$ cat src/rtl/sensor_conditioner.sv
// sensor_conditioner: samples the dial and CdS ADC readings at a fixed rate,
// smooths each with a power-of-two moving average, and derives a
// hysteresis-stabilised 16-step dial level and dark flag.
//
// Output strobes: upd is a one-cycle pulse marking the cycle in which
// dial_filt, cds_filt, avg_valid, dial_level and dark all hold the values
// for the latest sample; level_chg is a one-cycle pulse in that same cycle
// when dial_level took a new value. There is no back-pressure: consumers
// must take the values while upd is high or read the held outputs later.
module sensor_conditioner #(
   parameter int         SAMPLE_DIV = 500000,
   parameter int         AVG_LOG2   = 2,
   parameter int         HYST       = 3,
   parameter logic [7:0] DARK_ON    = 8'd64,
   parameter logic [7:0] DARK_OFF   = 8'd96
) (
   input  logic       clk,
   input  logic       rst_n,
   input  logic [7:0] dial_raw,
   input  logic [7:0] cds_raw,
   output logic [7:0] dial_filt,
   output logic [7:0] cds_filt,
   output logic [3:0] dial_level,
   output logic       dark,
   output logic       level_chg,
   output logic       upd,
   output logic       avg_valid
);

   localparam int                  WIN       = 1 << AVG_LOG2;
   localparam int                  SUM_W     = 8 + AVG_LOG2;
   localparam int                  CNT_W     = $clog2(SAMPLE_DIV);
   localparam logic [CNT_W-1:0]    CNT_MAX   = CNT_W'(SAMPLE_DIV - 1);
   localparam logic [AVG_LOG2:0]   FILL_FULL = WIN[AVG_LOG2:0];
   localparam logic [8:0]          HYST9     = 9'(HYST);

   // Sample-rate divider
   logic [CNT_W-1:0]    cnt_q, cnt_d;
   logic                tick;

   // Averaging windows (shared write pointer)
   logic [7:0]          dial_ring_q [WIN];
   logic [7:0]          cds_ring_q  [WIN];
   logic [AVG_LOG2-1:0] ptr_q;
   logic [AVG_LOG2:0]   fill_q, fill_d;
   logic [SUM_W-1:0]    dial_sum_q, dial_sum_d;
   logic [SUM_W-1:0]    cds_sum_q, cds_sum_d;

   // Pipeline stage valids
   logic                v1_q;
   logic                v2_q;

   // Registered outputs
   logic [7:0]          dial_filt_q;
   logic [7:0]          cds_filt_q;
   logic                avg_valid_q;
   logic [3:0]          level_q, level_d;
   logic                dark_q, dark_d;
   logic                level_chg_d;
   logic                level_chg_q;
   logic                upd_q;

   // Level thresholds, all evaluated as 9-bit unsigned
   logic [8:0]          filt9;
   logic [8:0]          lvl_lo;
   logic [8:0]          up_thr;
   logic                go_up;
   logic                go_dn;

   // Next-state for the divider, fill counter and running sums
   always_comb begin
      tick       = (cnt_q == CNT_MAX);
      cnt_d      = tick ? '0 : cnt_q + 1'b1;
      fill_d     = (fill_q == FILL_FULL) ? fill_q : fill_q + 1'b1;
      dial_sum_d = dial_sum_q + SUM_W'(dial_raw) - SUM_W'(dial_ring_q[ptr_q]);
      cds_sum_d  = cds_sum_q  + SUM_W'(cds_raw)  - SUM_W'(cds_ring_q[ptr_q]);
   end

   // Hysteresis decisions for dial level and dark flag (used only in stage 3)
   always_comb begin
      filt9       = {1'b0, dial_filt_q};
      lvl_lo      = {1'b0, level_q, 4'b0000};
      up_thr      = lvl_lo + 9'd16 + HYST9;
      go_up       = (level_q != 4'hF) && (filt9 >= up_thr);
      go_dn       = (level_q != 4'h0) && ((filt9 + HYST9) < lvl_lo);
      level_d     = level_q;
      level_chg_d = 1'b0;
      dark_d      = dark_q;
      if (v2_q) begin
         if (go_up || go_dn) begin
            level_d     = dial_filt_q[7:4];
            level_chg_d = 1'b1;
         end
         if (!dark_q && (cds_filt_q < DARK_ON)) begin
            dark_d = 1'b1;
         end else if (dark_q && (cds_filt_q > DARK_OFF)) begin
            dark_d = 1'b0;
         end
      end
   end

   // Stage 1: divider, raw capture into the rings, running sums
   always_ff @(posedge clk) begin
      if (!rst_n) begin
         cnt_q      <= '0;
         ptr_q      <= '0;
         fill_q     <= '0;
         dial_sum_q <= '0;
         cds_sum_q  <= '0;
         v1_q       <= 1'b0;
         for (int i = 0; i < WIN; i++) begin
            dial_ring_q[i] <= '0;
            cds_ring_q[i]  <= '0;
         end
      end else begin
         cnt_q <= cnt_d;
         v1_q  <= tick;
         if (tick) begin
            dial_ring_q[ptr_q] <= dial_raw;
            cds_ring_q[ptr_q]  <= cds_raw;
            dial_sum_q         <= dial_sum_d;
            cds_sum_q          <= cds_sum_d;
            ptr_q              <= ptr_q + 1'b1;
            fill_q             <= fill_d;
         end
      end
   end

   // Stage 2: register the averaged values and window-full flag
   always_ff @(posedge clk) begin
      if (!rst_n) begin
         dial_filt_q <= '0;
         cds_filt_q  <= '0;
         avg_valid_q <= 1'b0;
         v2_q        <= 1'b0;
      end else begin
         v2_q <= v1_q;
         if (v1_q) begin
            dial_filt_q <= dial_sum_q[SUM_W-1:AVG_LOG2];
            cds_filt_q  <= cds_sum_q[SUM_W-1:AVG_LOG2];
            avg_valid_q <= (fill_q == FILL_FULL);
         end
      end
   end

   // Stage 3: stabilised level / dark flag and the update strobes
   always_ff @(posedge clk) begin
      if (!rst_n) begin
         level_q     <= '0;
         dark_q      <= 1'b0;
         level_chg_q <= 1'b0;
         upd_q       <= 1'b0;
      end else begin
         level_q     <= level_d;
         dark_q      <= dark_d;
         level_chg_q <= level_chg_d;
         upd_q       <= v2_q;
      end
   end

   assign dial_filt  = dial_filt_q;
   assign cds_filt   = cds_filt_q;
   assign avg_valid  = avg_valid_q;
   assign dial_level = level_q;
   assign dark       = dark_q;
   assign level_chg  = level_chg_q;
   assign upd        = upd_q;

endmodule
$ cat config.mk
export PLATFORM = sky130hd
export DESIGN_NAME = sensor_conditioner
export DESIGN_NICKNAME = d
export VERILOG_FILES = /design/src/rtl/sensor_conditioner.sv
export SDC_FILE = /design/constraint.sdc
export NUM_CORES = 1
export LEC_CHECK = 0
export CORE_MARGIN = 2
export CORE_UTILIZATION = 50
export DETAILED_ROUTE_END_ITERATION = 12
export GPL_TIMING_DRIVEN = 0
export PLACE_DENSITY = 0.76
export SETUP_SLACK_MARGIN = 0.02
export SYNTH_ARGS = -nofsm -noshare
export SYNTH_HDL_FRONTEND = slang
export SYNTH_SLANG_ARGS = --single-unit
$ cat constraint.sdc
create_clock -name clk -period 3.41 [get_ports clk]
set_clock_uncertainty 0.05 [all_clocks]
set_input_delay 0.5115 -clock clk [delete_from_list [all_inputs] [get_ports clk]]
set_output_delay 0.5115 -clock clk [all_outputs]
set_load 0.05 [all_outputs]
* Word level (Yosys, flattened, before mapping)
Memory sizes are Yosys's and may differ from the RTL's. A register that Yosys moved wholly into a read port is not among the register bits.
Cells that the tools add are included.
** Storage, ports and cells
- Register bits :: 70
- Latch bits :: 0
- RAM bits :: 64
- Memory bits (read-only) :: 0
- Input port bits :: 18
- Word-level logic and storage cells :: 67
- Memories kept :: 2
** Memory list
- cds_ring_q :: words 4, bits a word 8, read ports 1, clocked after memory_dff 1, write ports 4, RTL line 43 : logic [7:0] cds_ring_q [WIN];
- dial_ring_q :: words 4, bits a word 8, read ports 1, clocked after memory_dff 1, write ports 4, RTL line 42 : logic [7:0] dial_ring_q [WIN];
** Cells by class
- $add $sub $neg :: 10
- $mul :: 0
- Divide/modulo/power cells :: 0
- $lt $le $gt $ge :: 4
- Eq/ne operators :: 3
- Shifts and indexed selects :: 0
- Multiplexer cells :: 17
- Bitwise gates (word level) :: 2
- Reductions and logical operators :: 15
** Operator list (number)
- $add 10x8->10 :: 2
- $sub 10x8->10 :: 2
- $add 19x1->19 const B :: 1
- $eq 19x19->1 const B :: 1
- $mux 8 :: 2
- $reduce_or 8->1 :: 2
- $mux 2 :: 6
- $add 8x2->9 const B :: 1
- $add 8x5->9 const B :: 1
- $add 9x2->9 const B :: 1
- $ge 8x9->1 :: 1
- $lt 9x8->1 :: 1
- $mux 1 :: 9
- $gt 8x7->1 const B :: 1
- $lt 8x7->1 const B :: 1
- $reduce_and 2->1 :: 4
- $logic_and 1x1->1 :: 4
- $ne 4x4->1 const B :: 1
- $reduce_bool 4->1 :: 1
- $add 3x1->3 const B :: 1
- $eq 3x3->1 const B :: 1
- $add 2x1->2 const B :: 1
- $not 1->1 :: 2
- $reduce_bool 2->1 :: 1
- other kinds (3) :: 3

* Logic depth before layout (Yosys ltp)
Gate-level depths: netlist of run 1.
- Word-level depth :: 6
- Mapped depth :: 14
- Depth with buffers taken out :: 12

* Least setup slack after synthesis of run 1
Ideal clock, no wire load.
- Path type :: register to register
- Start point :: reg with a tool-made name
- End point :: reg dial_sum_q[9]
- Arrival :: 3.439 ns
- Required time :: 3.235 ns
- Path slack :: -0.204 ns
- Cell stages (with the launch flop) :: 13
- Path buffers :: 2
- Clock period less this slack :: 3.614 ns
- Cells stage by stage :: dfxtp_1 > clkbuf_1 > buf_2 > mux4_2 > fa_1 > inv_1 > ha_1 > a21oi_1 > nor2b_1 > a311o_1 > a221oi_1 > a21o_1 > nand3_1
** RTL lines
- end signal, assigned :: RTL line 121 : dial_sum_q <= dial_sum_d;
- end, declared :: RTL line 46 : logic [SUM_W-1:0] dial_sum_q, dial_sum_d;

==> impl_metrics.ini, run 1 <==
[hold_path]
hp-class = flop to flop
hold_path_depth = 1

[drt]
drt_first_pass_iters = 5
drc = 0
postRouteAntennaNets = 0
num_vias = 5287
drtIter0Drc = 368
drt-total-wl_um = 16700
routedWlPerCell_um = 17.5
via_per_inst = 5.55

[timing]
worst_pin_slew_ns = 0.842
finalSetupViolCount = 0
drv_slew = 0
rsz0062_at_grt = false
relSlewSlack_pct = 43.7
fin_setup_tns_ns = 0
hold_viol_final = 0
setup_ws_ns = 0.0459
whs_ns = 0.411
period_needed_ns = 3.36
post-route-period-util_pct = 98.7
clock.fmax_ghz = 0.297

[power]
p_leak_uw = 0.00329
intPower_uw = 3090
power_frac_comb_pct = 7.8
p_per_area_nw_per_um2 = 455
netSwitchingFraction_pct = 22.1
max-vdd-ir-drop_mv = 0.385
p_sw_uw = 876
seqPwrFrac_pct = 44.4
power_frac_clock_pct = 47.8

[global_routing]
antenna_found_initial = 0
grt_max_degree = 17
use_met2_pct = 37.5
grt-ovfl-total = 0
grt_use_met1_pct = 28.1
grt_use_total_pct = 22.1
grt_busiest_layer = met2
grt_pass1_vias = 5434
grt.met3_usage_pct = 5.26
grt_pass1_wl_um = 27300

[synthesis]
yosys_warnings = 0
synth-edff-count = 64
synth_top_area_share_pct = 26.3
syn_area_per_cell_um2 = 10.7
synth_area_leaders = edfxtp_1, dfxtp_1, ha_1
ys_seq_area_share_pct = 45.9
yosysTopAreaCell = edfxtp_1
synth_nets = 753
synth-main-ff-cell = dfxtp_1
netlist_area_um2 = 7320
async_flop_share_pct = 0
ys_ff_latch = 136
synth_cells = 687
synth_cell_types = 61

[placed_design]
hpwl_um = 11800
gp_congestion = 0.898
place_ws_ns = -0.593
portBuffers = 41
dp_cells = 914

[cells_and_area]
n_antenna_cell = 0
final_common_cell = inv_1
final_cells = 952
final_nets = 821
num-fill-cells = 1194
multi_input_area_um2 = 3570
drive_above_1_share_pct = 11.8
final_cell_mix = inv_1, dfxtp_1, edfxtp_1
syn_to_final_growth_pct = 19.1
final-seq-area_um2 = 3370

[die]
rows = 44
io_pins = 42
die_h_um = 125
die_area_um2 = 15600
start_util_pct = 50.7
core_area_um2 = 14400
dieWidth_um = 125

[flow_run]
maxCapViolCount = 0

[cts]
clk_latency_ns = 0.43
cts-hold-fix-buffers = 0
htree_num_levels = 4
cts_tree = done
clockRootBuffer = clkbuf_16
path_clk_slew_ns = 0.06
cts_buffer_depth = 2
cts_buffers = 17
cts_sinks = 136

[run_status]
status = finished, final reports clean

[critical_path]
reg2reg_depth = 12
critical_path.slowest_cell = mux4_2
cp-end-kind = flop
cp.depth = 12
crit_buf_inv = 3
cp_data_required_time_ns = 3.65
timing.critical_path.cells = buf_8 > buf_4 > mux4_2 > fa_1 > inv_1 > ha_1 > a21o_1 > a21oi_1 > o21ai_0 > a221oi_1 > a21o_1 > nand3_1
start_kind = flop
path_max_fanout = 5
critical_path_class = flop to flop
critPathMaxStageDelay_ns = 0.52
worst_path_most_repeated_cell = a21o_1
cp_data_arrival_time_ns = 3.61
path_delay_family = compound AO/OA/AOI/OAI gates
cell families (layout without fill, tap and decap cells):
kind of cell | after synthesis | count (layout) | share of synthesized area [%]
AND/OR/NAND/NOR | 255 | 255 | 19.9
XOR/XNOR | 35 | 35 | 4.19
buffers and inverters | 107 | 188 | 5.74
multiplexers | 39 | 39 | 8.07
adder cells (fa/ha/maj) | 48 | 48 | 9.85
flip-flops | 136 | 136 | 45.9
AO/OA/AOI/OAI | 67 | 67 | 6.29
flip-flops by register name, indices dropped and copies added, names as in the netlist, named ones only:
signal,count
cnt_q,19
avg_valid,1
upd,1
cds_ring_q,32
ptr_q,2
cds_sum_q,10
level_chg,1
v2_q,1
dial_filt,8
dark,1
cds_filt,8
dial_ring_q,32
dial_level,4
dial_sum_q,10
v1_q,1
fill_q,3
stage by stage:
step / cell area (µm²) / util (%) / total power (µW)
6_report: 8710 / 60.4 / 3970
5_1_grt: 8710 / 60.4 / 4100
4_1_cts: 8660 / 60.1 / 3980
3_5_place_dp: 8000 / 55.4 / 2090
3_3_place_gp: 7960 / 55.2 / 2070
2_1_floorplan: 7320 / - / 2000
synthesized netlist by cell type (7+ instances only):
cell,number
a21boi_0,8
a21oi_1,8
and2_1,50
and3_1,8
buf_2,9
clkbuf_1,18
dfxtp_1,72
edfxtp_1,64
fa_1,16
ha_1,32
inv_1,77
mux2i_1,23
mux4_2,16
nand2_1,38
nand2b_1,7
nand3_1,24
nor2_1,45
nor2b_1,27
nor4_1,13
o21ai_0,15
xnor2_1,24
xor2_1,11
area by class of cell:
class | instances | share of cell area (%)
Inverter | 78 | 3.36
Clock inverter | 15 | 2.10
Buffer | 28 | 1.77
Multi-Input combinational cell | 444 | 41.0
Sequential cell | 136 | 38.6
Tap cell | 184 | 2.64
Timing Repair Buffer | 50 | 5.61
Clock buffer | 17 | 4.88
worst reg2reg max path, delay by kind of cell (launching register included):
family	cells	cell delay, ns
AND/OR/NAND/NOR	1	0.08
AO/OA/AOI/OAI	5	1.12
adder cells (fa/ha/maj)	2	0.84
buffers and inverters	3	0.29
multiplexers	1	0.52
flip-flops	1	0.33
worst paths after layout:
check	start	endpoint	slack (ns)
worst min register to register	cnt_q[0]	cnt_q[0]	0.41
worst max-delay path	flop	cds_sum_q[9]	0.05
worst min-delay path	cnt_q[0]	cnt_q[0]	0.41
worst max register to register	flop	cds_sum_q[9]	0.05
repair_timing:
item,CTS,global route
resized for setup,9,7
setup buffers,3,4
pin swaps,2,3
cloned,0,0
setup endpoints to repair,11,22
hold endpoints to repair,0,0
power groups by stage:
stage          logic (µW)  registers, µW  clock network (µW)
2_1_floorplan         206           1790                   0
3_3_place_gp          277           1790                   0
3_5_place_dp          295           1800                   0
4_1_cts               303           1760                1920
5_1_grt               342           1760                1990
6_report              311           1760                1900
per-layer routing:
metal | vias up | wire, µm | share of wire, %
met1 | 2594 | 7320 | 44
met2 | 159 | 8310 | 50
li1 | 2518 | - | -
met5 | - | 0 | 0
met3 | 16 | 919 | 5.5
met4 | 0 | 155 | 0.93
Power figures use the tool's default switching activity.
==> run 2, diff against run 1 <==
Settings changed: PLACE_DENSITY 0.76 to 0.74.
Clock period 3.41 ns to 3.3 ns, I/O delays scaled along.
==> run 2 against run 1 <==
  * Final cell count rose by 0.21%
  * Routed wire length fell by 3.6%
  * Clock power fell by 9%
  * Sequential cell count unchanged
  * Cell area grew 0.40%
  * Critical path depth is the same
  * Sequential share of layout area down 0.13 points
  * Count of clock-buffer cells in the layout rose by 1
  * Die area did not move
  * Register-to-register slack gained 0.07 ns
  * Critical endpoint is now dial_sum_q[8]
  * Largest power group is now registers
==> impl_metrics.ini, run 2 (synthesized netlist as in run 1, its figures left out) <==
[critical_path]
critical_path_class = flop to flop
cp_data_arrival_time_ns = 3.44
cp-end-kind = flop
path_max_fanout = 8
reg2reg_to = dial_sum_q[8]
reg2reg_depth = 12
start_kind = flop
ff2ff_setup_slack_ns = 0.12
cp_data_required_time_ns = 3.56

[die]
die_area_um2 = 15600
rows = 44
dieWidth_um = 125
die_h_um = 125
io_pins = 42
start_util_pct = 50.7
core_area_um2 = 14400

[drt]
via_per_inst = 5.46
num_vias = 5205
drt-total-wl_um = 16100
drtIter0Drc = 332
drt_first_pass_iters = 4
drc = 0
postRouteAntennaNets = 0
routedWlPerCell_um = 16.9

[cts]
cts_tree = done
htree_num_levels = 4
clockRootBuffer = clkbuf_16
cts_buffers = 17
path_clk_slew_ns = 0.06
cts_sinks = 136
cts-hold-fix-buffers = 0
cts_buffer_depth = 2
clk_latency_ns = 0.42

[power]
p_leak_uw = 0.00327
p_per_area_nw_per_um2 = 445
max-vdd-ir-drop_mv = 0.399
power_uw = 3900

[global_routing]
grt_pass1_wl_um = 26800
grt_use_total_pct = 21.6
grt-ovfl-total = 0
grt_max_degree = 17
grt_pass1_vias = 5420
antenna_found_initial = 0

[placed_design]
hpwl_um = 11600
portBuffers = 41
place_ws_ns = -0.385
dp_cells = 913
place_area_um2 = 7990
gp_congestion = 0.857

[timing]
clock.fmax_ghz = 0.314
drv_slew = 0
whs_ns = 0.425
hold_viol_final = 0
finalSetupViolCount = 0
post-route-period-util_pct = 96.5
period_needed_ns = 3.18
worst_pin_slew_ns = 0.810
rsz0062_at_grt = false
relSlewSlack_pct = 45.8
setup_ws_ns = 0.115

[cells_and_area]
final_common_cell = inv_1
n_antenna_cell = 0
drive_above_1_share_pct = 13.2
final_nets = 823
top_regs = cds_ring_q: 32 flops, dial_ring_q: 32 flops, cnt_q: 19 flops
final_cells = 954
stdcell_area_um2 = 8750
syn_to_final_growth_pct = 19.5
final_cell_mix = inv_1, dfxtp_1, edfxtp_1

[hold_path]
min_to = cds_sum_q[0]
hold_start = cds_sum_q[0]
hp-class = flop to flop
hold_path_depth = 2

[flow_run]
maxCapViolCount = 0

[run_status]
status = finished, final reports clean
-- run 2: critical path: stages, from the launching register on --
cell,delay [ns]
dfxtp_4,0.37
buf_12,0.13
buf_6,0.09
mux4_2,0.50
fa_1,0.54
inv_2,0.05
ha_4,0.24
nor2b_4,0.12
o21ai_2,0.17
a21oi_2,0.11
o41ai_4,0.38
mux2i_1,0.12
a31o_1,0.19
-- run 2: layout make-up --
cell class,instances,area [µm²]
plain buffers,27,139
clock buffers,18,429
clock inverters,14,109
fillers,1156,5670
inverters,78,293
multi-input cells,444,3670
flip-flops and latches,136,3370
well taps,184,230
repair buffers,53,515
-- run 2: how the worst max path moves through the flow --
| stage | from | endpoint |
|---|---|---|
| final | flop | dial_sum_q[8] |
| after global routing | flop | dial_sum_q[8] |
| after floorplan | flop | dial_sum_q[9] |
| after CTS | flop | dial_sum_q[8] |
| after global placement | cnt_q[0] | cds_ring_q[2][2] |
| after detailed placement | flop | dial_sum_q[9] |
-- run 2: per-layer routing --
layer | share of wire [%] | track usage [%] | vias up | routed length (µm)
met2 | 51 | 36.5 | 117 | 8260
li1 | - | - | 2517 | -
met1 | 43 | 26.5 | 2548 | 6960
met5 | 0 | 0 | - | 0
met4 | 1.6 | 8.95 | 0 | 258
met3 | 3.9 | 5.26 | 23 | 622
-- run 2: where the power goes --
part | leakage [µW] | internal (µW) | switching (µW)
combinational | 0.00181 | 157 | 189
clock | 0.000264 | 1020 | 709
sequential | 0.00119 | 1800 | 14.1
total | 0.00327 | 2980 | 913
-- run 2: repair_timing --
action / in CTS / in global routing
buffers inserted: 7 / 4
resized for setup: 9 / 23
pin swaps: 3 / 9
endpoints found under the setup margin: 8 / 43
-- run 2: through the flow --
step	setup TNS, ns	utilization [%]
after floorplan	0	-
after global placement	-25.13	55.3
after detailed placement	-1.47	55.4
after CTS	0	59.8
after global routing	0	60.7
final	0	60.7
